===== config.mk =====
export PLATFORM = sky130hd
export DESIGN_NAME = imm_extend_pipe_flat
export DESIGN_NICKNAME = d
export VERILOG_FILES = /design/src/rtl/imm_extend_pipe_if.sv /design/src/rtl/imm_extend_pipe.sv /design/src/flat_wrapper.sv
export SDC_FILE = /design/constraint.sdc
export NUM_CORES = 1
export LEC_CHECK = 0
export ABC_AREA = 1
export ABC_CLOCK_PERIOD_IN_PS = 4950
export CORE_AREA = 2 2 93 95
export CTS_CLUSTER_DIAMETER = 150
export DETAILED_ROUTE_END_ITERATION = 12
export DIE_AREA = 0 0 95 97
export PLACE_DENSITY_LB_ADDON = 0.3
export SLEW_MARGIN = 20
export SYNTH_ARGS = -nofsm -noshare
export SYNTH_HDL_FRONTEND = slang
export SYNTH_SLANG_ARGS = --single-unit

===== constraint.sdc =====
create_clock -name clk -period 4.95 [get_ports clk]
set_input_delay 1.485 -clock clk [delete_from_list [all_inputs] [get_ports clk]]
set_output_delay 1.485 -clock clk [all_outputs]
set_load 0.02 [all_outputs]

===== src/rtl/imm_extend_pipe_if.sv =====
`default_nettype none
// ============================================================================
// Module   : imm_extend_pipe_if
// Brief    : Handshake/data bundle between the decode-side producer, the
//            immediate-extension buffer and the ALU-operand consumer.
//            master = producer/consumer side, slave = extension unit.
// Revision : 1.0  initial release
// ============================================================================
interface imm_extend_pipe_if #(
  parameter int IN_W  = 16,
  parameter int OUT_W = 32,
  parameter int DEPTH = 2
) ();

  // Producer side: immediate/mode offer and the buffer's acceptance.
  logic                         in_valid;
  logic                         in_ready;
  logic [IN_W-1:0]              in_imm;
  logic [1:0]                   in_mode;

  // Consumer side: head entry and the consumer's take strobe.
  logic                         out_valid;
  logic                         out_ready;
  logic [OUT_W-1:0]             out_val;
  logic                         out_neg;

  // Occupancy, visible to both sides for stall bookkeeping.
  logic [$clog2(DEPTH+1)-1:0]   count;

  modport master (
    output in_valid, in_imm, in_mode, out_ready,
    input  in_ready, out_valid, out_val, out_neg, count
  );

  modport slave (
    input  in_valid, in_imm, in_mode, out_ready,
    output in_ready, out_valid, out_val, out_neg, count
  );

endinterface
`default_nettype wire


===== src/rtl/imm_extend_pipe.sv =====
`default_nettype none
// ============================================================================
// Module   : imm_extend_pipe
// Brief    : Pipelined immediate-extension unit. Extends an IN_W-bit
//            immediate to OUT_W bits (sign / zero / upper / branch-offset)
//            and queues results in a DEPTH-entry valid/ready buffer.
//            Optional feature macro: IMM_EXT_BRANCH_EN -- when defined,
//            mode 11 produces the sign-extended value shifted left by 2;
//            when undefined, mode 11 is a plain sign-extend.
// Revision : 1.0  initial release
// ============================================================================
module imm_extend_pipe #(
  parameter int IN_W  = 16,
  parameter int OUT_W = 32,
  parameter int DEPTH = 2
) (
  input  logic              clk,
  input  logic              reset,
  imm_extend_pipe_if.slave  bus
);

  // --------------------------------------------------------------------------
  // Derived constants
  // --------------------------------------------------------------------------
  localparam int c_ptr_w = $clog2(DEPTH);
  localparam int c_cnt_w = $clog2(DEPTH + 1);
  localparam int c_ext_w = OUT_W - IN_W;

  localparam logic [1:0] c_mode_sign   = 2'b00;
  localparam logic [1:0] c_mode_zero   = 2'b01;
  localparam logic [1:0] c_mode_upper  = 2'b10;
  localparam logic [1:0] c_mode_branch = 2'b11;

  localparam logic [c_cnt_w-1:0] c_cnt_full = c_cnt_w'(DEPTH);
  localparam logic [c_cnt_w-1:0] c_cnt_one  = c_cnt_w'(1);
  localparam logic [c_ptr_w-1:0] c_ptr_one  = c_ptr_w'(1);

  // --------------------------------------------------------------------------
  // Elaboration-time parameter sanity
  // --------------------------------------------------------------------------
  generate
    if (IN_W < 2) begin : g_bad_in_w
      $error("imm_extend_pipe: IN_W must be at least 2");
    end
    if (OUT_W < IN_W + 2) begin : g_bad_out_w
      $error("imm_extend_pipe: OUT_W must be at least IN_W + 2");
    end
    if ((DEPTH < 2) || ((DEPTH & (DEPTH - 1)) != 0)) begin : g_bad_depth
      $error("imm_extend_pipe: DEPTH must be a power of two, at least 2");
    end
  endgenerate

  // --------------------------------------------------------------------------
  // Extension datapath (purely combinational from the producer side)
  // --------------------------------------------------------------------------
  logic             w_sign;
  logic [OUT_W-1:0] w_sext;
  logic [OUT_W-1:0] w_zext;
  logic [OUT_W-1:0] w_upper;
  logic [OUT_W-1:0] w_branch;
  logic [OUT_W-1:0] w_ext;

  assign w_sign  = bus.in_imm[IN_W-1];
  assign w_sext  = {{c_ext_w{w_sign}}, bus.in_imm};
  assign w_zext  = {{c_ext_w{1'b0}}, bus.in_imm};
  assign w_upper = {bus.in_imm, {c_ext_w{1'b0}}};

`ifdef IMM_EXT_BRANCH_EN
  // Word-offset branch: drop the top two sign bits, append two zero LSBs.
  assign w_branch = {w_sext[OUT_W-3:0], 2'b00};
`else
  // Without the shifter, branch mode degenerates to sign-extend.
  assign w_branch = w_sext;
`endif

  // Select the extension result for the requested mode.
  always_comb begin
    w_ext = w_sext;
    case (bus.in_mode)
      c_mode_sign:   w_ext = w_sext;
      c_mode_zero:   w_ext = w_zext;
      c_mode_upper:  w_ext = w_upper;
      c_mode_branch: w_ext = w_branch;
      default:       w_ext = w_sext;
    endcase
  end

  // --------------------------------------------------------------------------
  // Result buffer: circular array with separate read/write pointers
  // --------------------------------------------------------------------------
  logic [OUT_W-1:0]   r_mem [DEPTH];
  logic [c_ptr_w-1:0] r_wptr;
  logic [c_ptr_w-1:0] r_rptr;
  logic [c_cnt_w-1:0] r_count;

  logic               w_in_ready;
  logic               w_out_valid;
  logic               w_push;
  logic               w_pop;
  logic [OUT_W-1:0]   w_out_val;

  // Readiness comes only from registered occupancy, so a stall on the
  // consumer side never ripples combinationally back into decode.
  assign w_in_ready  = (r_count < c_cnt_full);
  assign w_out_valid = (r_count != '0);
  assign w_push      = bus.in_valid && w_in_ready;
  assign w_pop       = w_out_valid && bus.out_ready;

  // Capture the extended value into the slot at the write pointer.
  always_ff @(posedge clk) begin
    if (w_push) begin
      r_mem[r_wptr] <= w_ext;
    end
  end

  // Advance pointers and track occupancy; reset discards all entries.
  always_ff @(posedge clk or posedge reset) begin
    if (reset) begin
      r_wptr  <= '0;
      r_rptr  <= '0;
      r_count <= '0;
    end else begin
      if (w_push) begin
        r_wptr <= r_wptr + c_ptr_one;
      end
      if (w_pop) begin
        r_rptr <= r_rptr + c_ptr_one;
      end
      case ({w_push, w_pop})
        2'b10:   r_count <= r_count + c_cnt_one;
        2'b01:   r_count <= r_count - c_cnt_one;
        default: r_count <= r_count;
      endcase
    end
  end

  // --------------------------------------------------------------------------
  // Consumer-facing outputs (registered state only)
  // --------------------------------------------------------------------------
  // Stale slot contents are masked so an empty buffer always shows zero.
  assign w_out_val = w_out_valid ? r_mem[r_rptr] : '0;

  assign bus.in_ready  = w_in_ready;
  assign bus.out_valid = w_out_valid;
  assign bus.out_val   = w_out_val;
  assign bus.out_neg   = w_out_val[OUT_W-1];
  assign bus.count     = r_count;

endmodule
`default_nettype wire


===== src/flat_wrapper.sv =====
// flat-port wrapper written by rule: the top's interface ports become plain ports
module imm_extend_pipe_flat 
#(
  parameter int IN_W  = 16,
  parameter int OUT_W = 32,
  parameter int DEPTH = 2
)
  (clk, reset, bus_in_valid, bus_in_imm, bus_in_mode, bus_out_ready, bus_in_ready, bus_out_valid, bus_out_val, bus_out_neg, bus_count);
  imm_extend_pipe_if #(.IN_W(IN_W), .OUT_W(OUT_W), .DEPTH(DEPTH)) bus_i ();
  input  logic clk;
  input  logic reset;
  input wire logic [$bits(bus_i.in_valid)-1:0] bus_in_valid;
  input wire logic [$bits(bus_i.in_imm)-1:0] bus_in_imm;
  input wire logic [$bits(bus_i.in_mode)-1:0] bus_in_mode;
  input wire logic [$bits(bus_i.out_ready)-1:0] bus_out_ready;
  output wire logic [$bits(bus_i.in_ready)-1:0] bus_in_ready;
  output wire logic [$bits(bus_i.out_valid)-1:0] bus_out_valid;
  output wire logic [$bits(bus_i.out_val)-1:0] bus_out_val;
  output wire logic [$bits(bus_i.out_neg)-1:0] bus_out_neg;
  output wire logic [$bits(bus_i.count)-1:0] bus_count;
  assign bus_i.in_valid = bus_in_valid;
  assign bus_i.in_imm = bus_in_imm;
  assign bus_i.in_mode = bus_in_mode;
  assign bus_i.out_ready = bus_out_ready;
  assign bus_in_ready = bus_i.in_ready;
  assign bus_out_valid = bus_i.out_valid;
  assign bus_out_val = bus_i.out_val;
  assign bus_out_neg = bus_i.out_neg;
  assign bus_count = bus_i.count;
  imm_extend_pipe #(.IN_W(IN_W), .OUT_W(OUT_W), .DEPTH(DEPTH)) u_core (.clk(clk), .reset(reset), .bus(bus_i));
endmodule

==> summary.txt <==
Outcome
  • Outcome: completed

CTS
  • Clock root buffer: clkbuf_8
  • Hold Buf Count CTS: 0
  • Htree depth: 3
  • Total CTS buffers: 9
  • Post-CTS setup buffer count: 0
  • Post-CTS Resized: 0
  • Clk pin slew, worst setup/hold paths: 0.07 ns
  • CTS tree: done
  • Skew-Pair Late Insertion Delay: 0.34 ns
  • Maximum buffer depth of the clock tree: 2
  • Clk sinks: 68

Logic synthesis
  • Commonest cells post-synth: 86 x nand2_1, 64 x edfxtp_1, 39 x a21oi_2
  • Most common cell in the synthesized netlist: nand2_1
  • Yosys cell types: 20
  • Post-synth top flop: edfxtp_1
  • Fraction of registers with async set or reset after synthesis: 0.0588
  • Syn avg cell area: 11.6 um2
  • Post-Syn Instances: 277
  • Syn Nets: 302
  • Top cell type's share of synthesized area: 0.597
  • Largest cells by area after synthesis: edfxtp_1 60%, a21oi_2 11%, nand2_1 10%, buf_6 4.5%, dfrtp_1 3.1%
  • Synth warnings: 0
  • Mapped cell area: 0.00322 mm2
  • Seq cells post-synth: 68
  • Post-synthesis sequential area ratio: 0.628
  • Cell taking the most area after synthesis: edfxtp_1
  • Post-synth EDFFs: 64

Pwr
  • Worst VDD drop: 0.211 mV
  • Cell area power density: 621 mW/mm2
  • Leakage: 0.00146 uW
  • Total power: 2480 uW

Drt
  • Via Count: 2,036
  • Initial DRC Count: 116
  • Drt via density: 4.62
  • Antenna viol nets, final: 0
  • # DRC: 0
  • DRT Wirelength: 6550 um
  • First-pass DRT Iterations: 4
  • Routed WL per cell: 14.8 um

Finish
  • Area growth syn-to-layout: 24.0%
  • Fin nets: 356
  • Layout cells sized above 1: 0.223
  • Ant diodes: 0
  • Filler cell count: 719
  • Final Core Density: 0.491

Critical path
  • CP Buf/Inv Count: 3
  • Worst path max stage delay: 0.71 ns
  • Slowest CP cell: dfrtp_1
  • Worst Path Required: 3.46 ns
  • Critical Path Start Type: register
  • Worst Reg-to-Reg Cells: 8
  • WS Path Type: reg2out
  • CP cell instances: buf_4 -> inv_6 -> nand2_1 -> a21oi_2 -> clkdlybuf4s50_1
  • Worst setup EP type: primary output
  • Largest delay share family, worst path: buffers and inverters
  • Critical Path Fanout Max: 33
  • Arr. time, crit path: 2.52 ns
  • CP Depth: 5

GRT
  • GRT overflow: 0
  • All-Layer GR Usage: 0.152
  • Largest net degree at the start of global routing: 34
  • Initial antenna violation count: 0
  • First-pass GRT wire length: 10,300 um
  • Vias in the first global route: 2,097

Floorplanning
  • Die Ht: 97 um
  • I/O pins: 59
  • Core Area: 0.00813 mm2
  • Initial Util: 0.396
  • Std cell rows: 33
  • Die area: 0.00922 mm2
  • Die W: 95 um

Place
  • I/O Buffers: 58
  • Routability cong.: 0.712
  • Dpl hpwl: 4210 um

STA
  • Count of final setup violators: 0
  • Max frequency: 250 MHz
  • TNS Setup: 0 ns
  • RSZ-0062 raised after global routing: no
  • Rel. slew slack: 0.358
  • Period utilization: 0.809
  • Worst Tran Pin Value: 0.961 ns
  • Final hold violations: 0
  • Layout Skew: 0.00623 ns
  • Fin crit period: 4.00 ns
  • Fin. max-slew vios: 0

Worst hold path
  • Worst Hold Depth: 1
  • Worst hold path type: reg2reg

Job
  • Maxcap violations: 0
[through the flow]
step                      instances  hold WS (ns)  worst slack, ns  area (um2)
final                           441         0.591            0.945        3990
after floorplan                 277         0.532             1.61        3220
after detailed placement        425         0.584             1.28        3780
after global placement          425         0.568             1.31        3780
after CTS                       441         0.599            0.898        3990
after global routing            441         0.621            0.799        3990
[logic make-up after synthesis]
kind of cell	Yosys count	synth area share
DFF	68	0.628
xor gates and xnor gates	2	0.00544
buffers and inverters	44	0.0878
adders and majority gates	3	0.0117
and+or+nand+nor	111	0.145
AOI/OAI and AO/OA	49	0.122
[path summary, 6_finish.rpt]
kind	from	end	slack [ns]
worst max-delay path	u_core.r_rptr	bus_out_val[16]	0.95
worst min-delay path	u_core.bus.count[0]	u_core.bus.count[0]	0.59
worst max register to register	u_core.bus.count[1]	u_core.bus.count[1]	2.76
worst min register to register	u_core.bus.count[0]	u_core.bus.count[0]	0.59
max in group asynchronous	reset	u_core.r_wptr	3.44
min in group asynchronous	reset	u_core.r_rptr	1.34
[metal layers]
metal / GRT usage / vias up / wire length, um
li1: - / 1022 / -
met1: 0.184 / 933 / 2820
met2: 0.239 / 63 / 3130
met3: 0.0382 / 18 / 368
met4: 0.0948 / 0 / 225
met5: 0 / - / 0
[layout make-up]
type	instances	area, um2	share of cell area
Clock buffer	10	128	0.0320
Multi-Input combinational cell	165	930	0.233
Clock inverter	6	78.8	0.0197
Timing Repair Buffer	60	596	0.149
Sequential cell	68	2020	0.507
Tap cell	105	131	0.0329
Inverter	27	106	0.0266
[worst register-to-register path, stage by stage, from the launching register on]
cell	delay [ns]
dfrtp_1	0.45
nor2_4	0.55
buf_4	0.42
nor2_2	0.08
ha_1	0.33
inv_1	0.08
nand3_1	0.07
nand2_1	0.06
nand2_1	0.05
[sequential cells by signal (all words and copies together) (netlist names)]
register / flops
u_core.r_rptr: 1
u_core.r_mem: 64
u_core.bus.count: 2
u_core.r_wptr: 1
[report_power, final]
| part | total [uW] | internal [uW] | switching (uW) |
|---|---|---|---|
| Sequential | 857 | 783 | 73.8 |
| Combinational | 1150 | 468 | 680 |
| Clock | 476 | 279 | 196 |
[cell usage in the layout (no fill, tap or decap), types with 3 or more instances in the layout]
master and n:
a21oi_1 9, a21oi_2 39, clkbuf_8 9, clkdlybuf4s50_1 58, clkinv_2 3, dfrtp_1 4
edfxtp_1 64, ha_1 3, inv_1 24, nand2_1 86, nor2_1 6, nor2_2 11
nor2_4 4
Note: power is estimated with default switching activity, not from simulation.
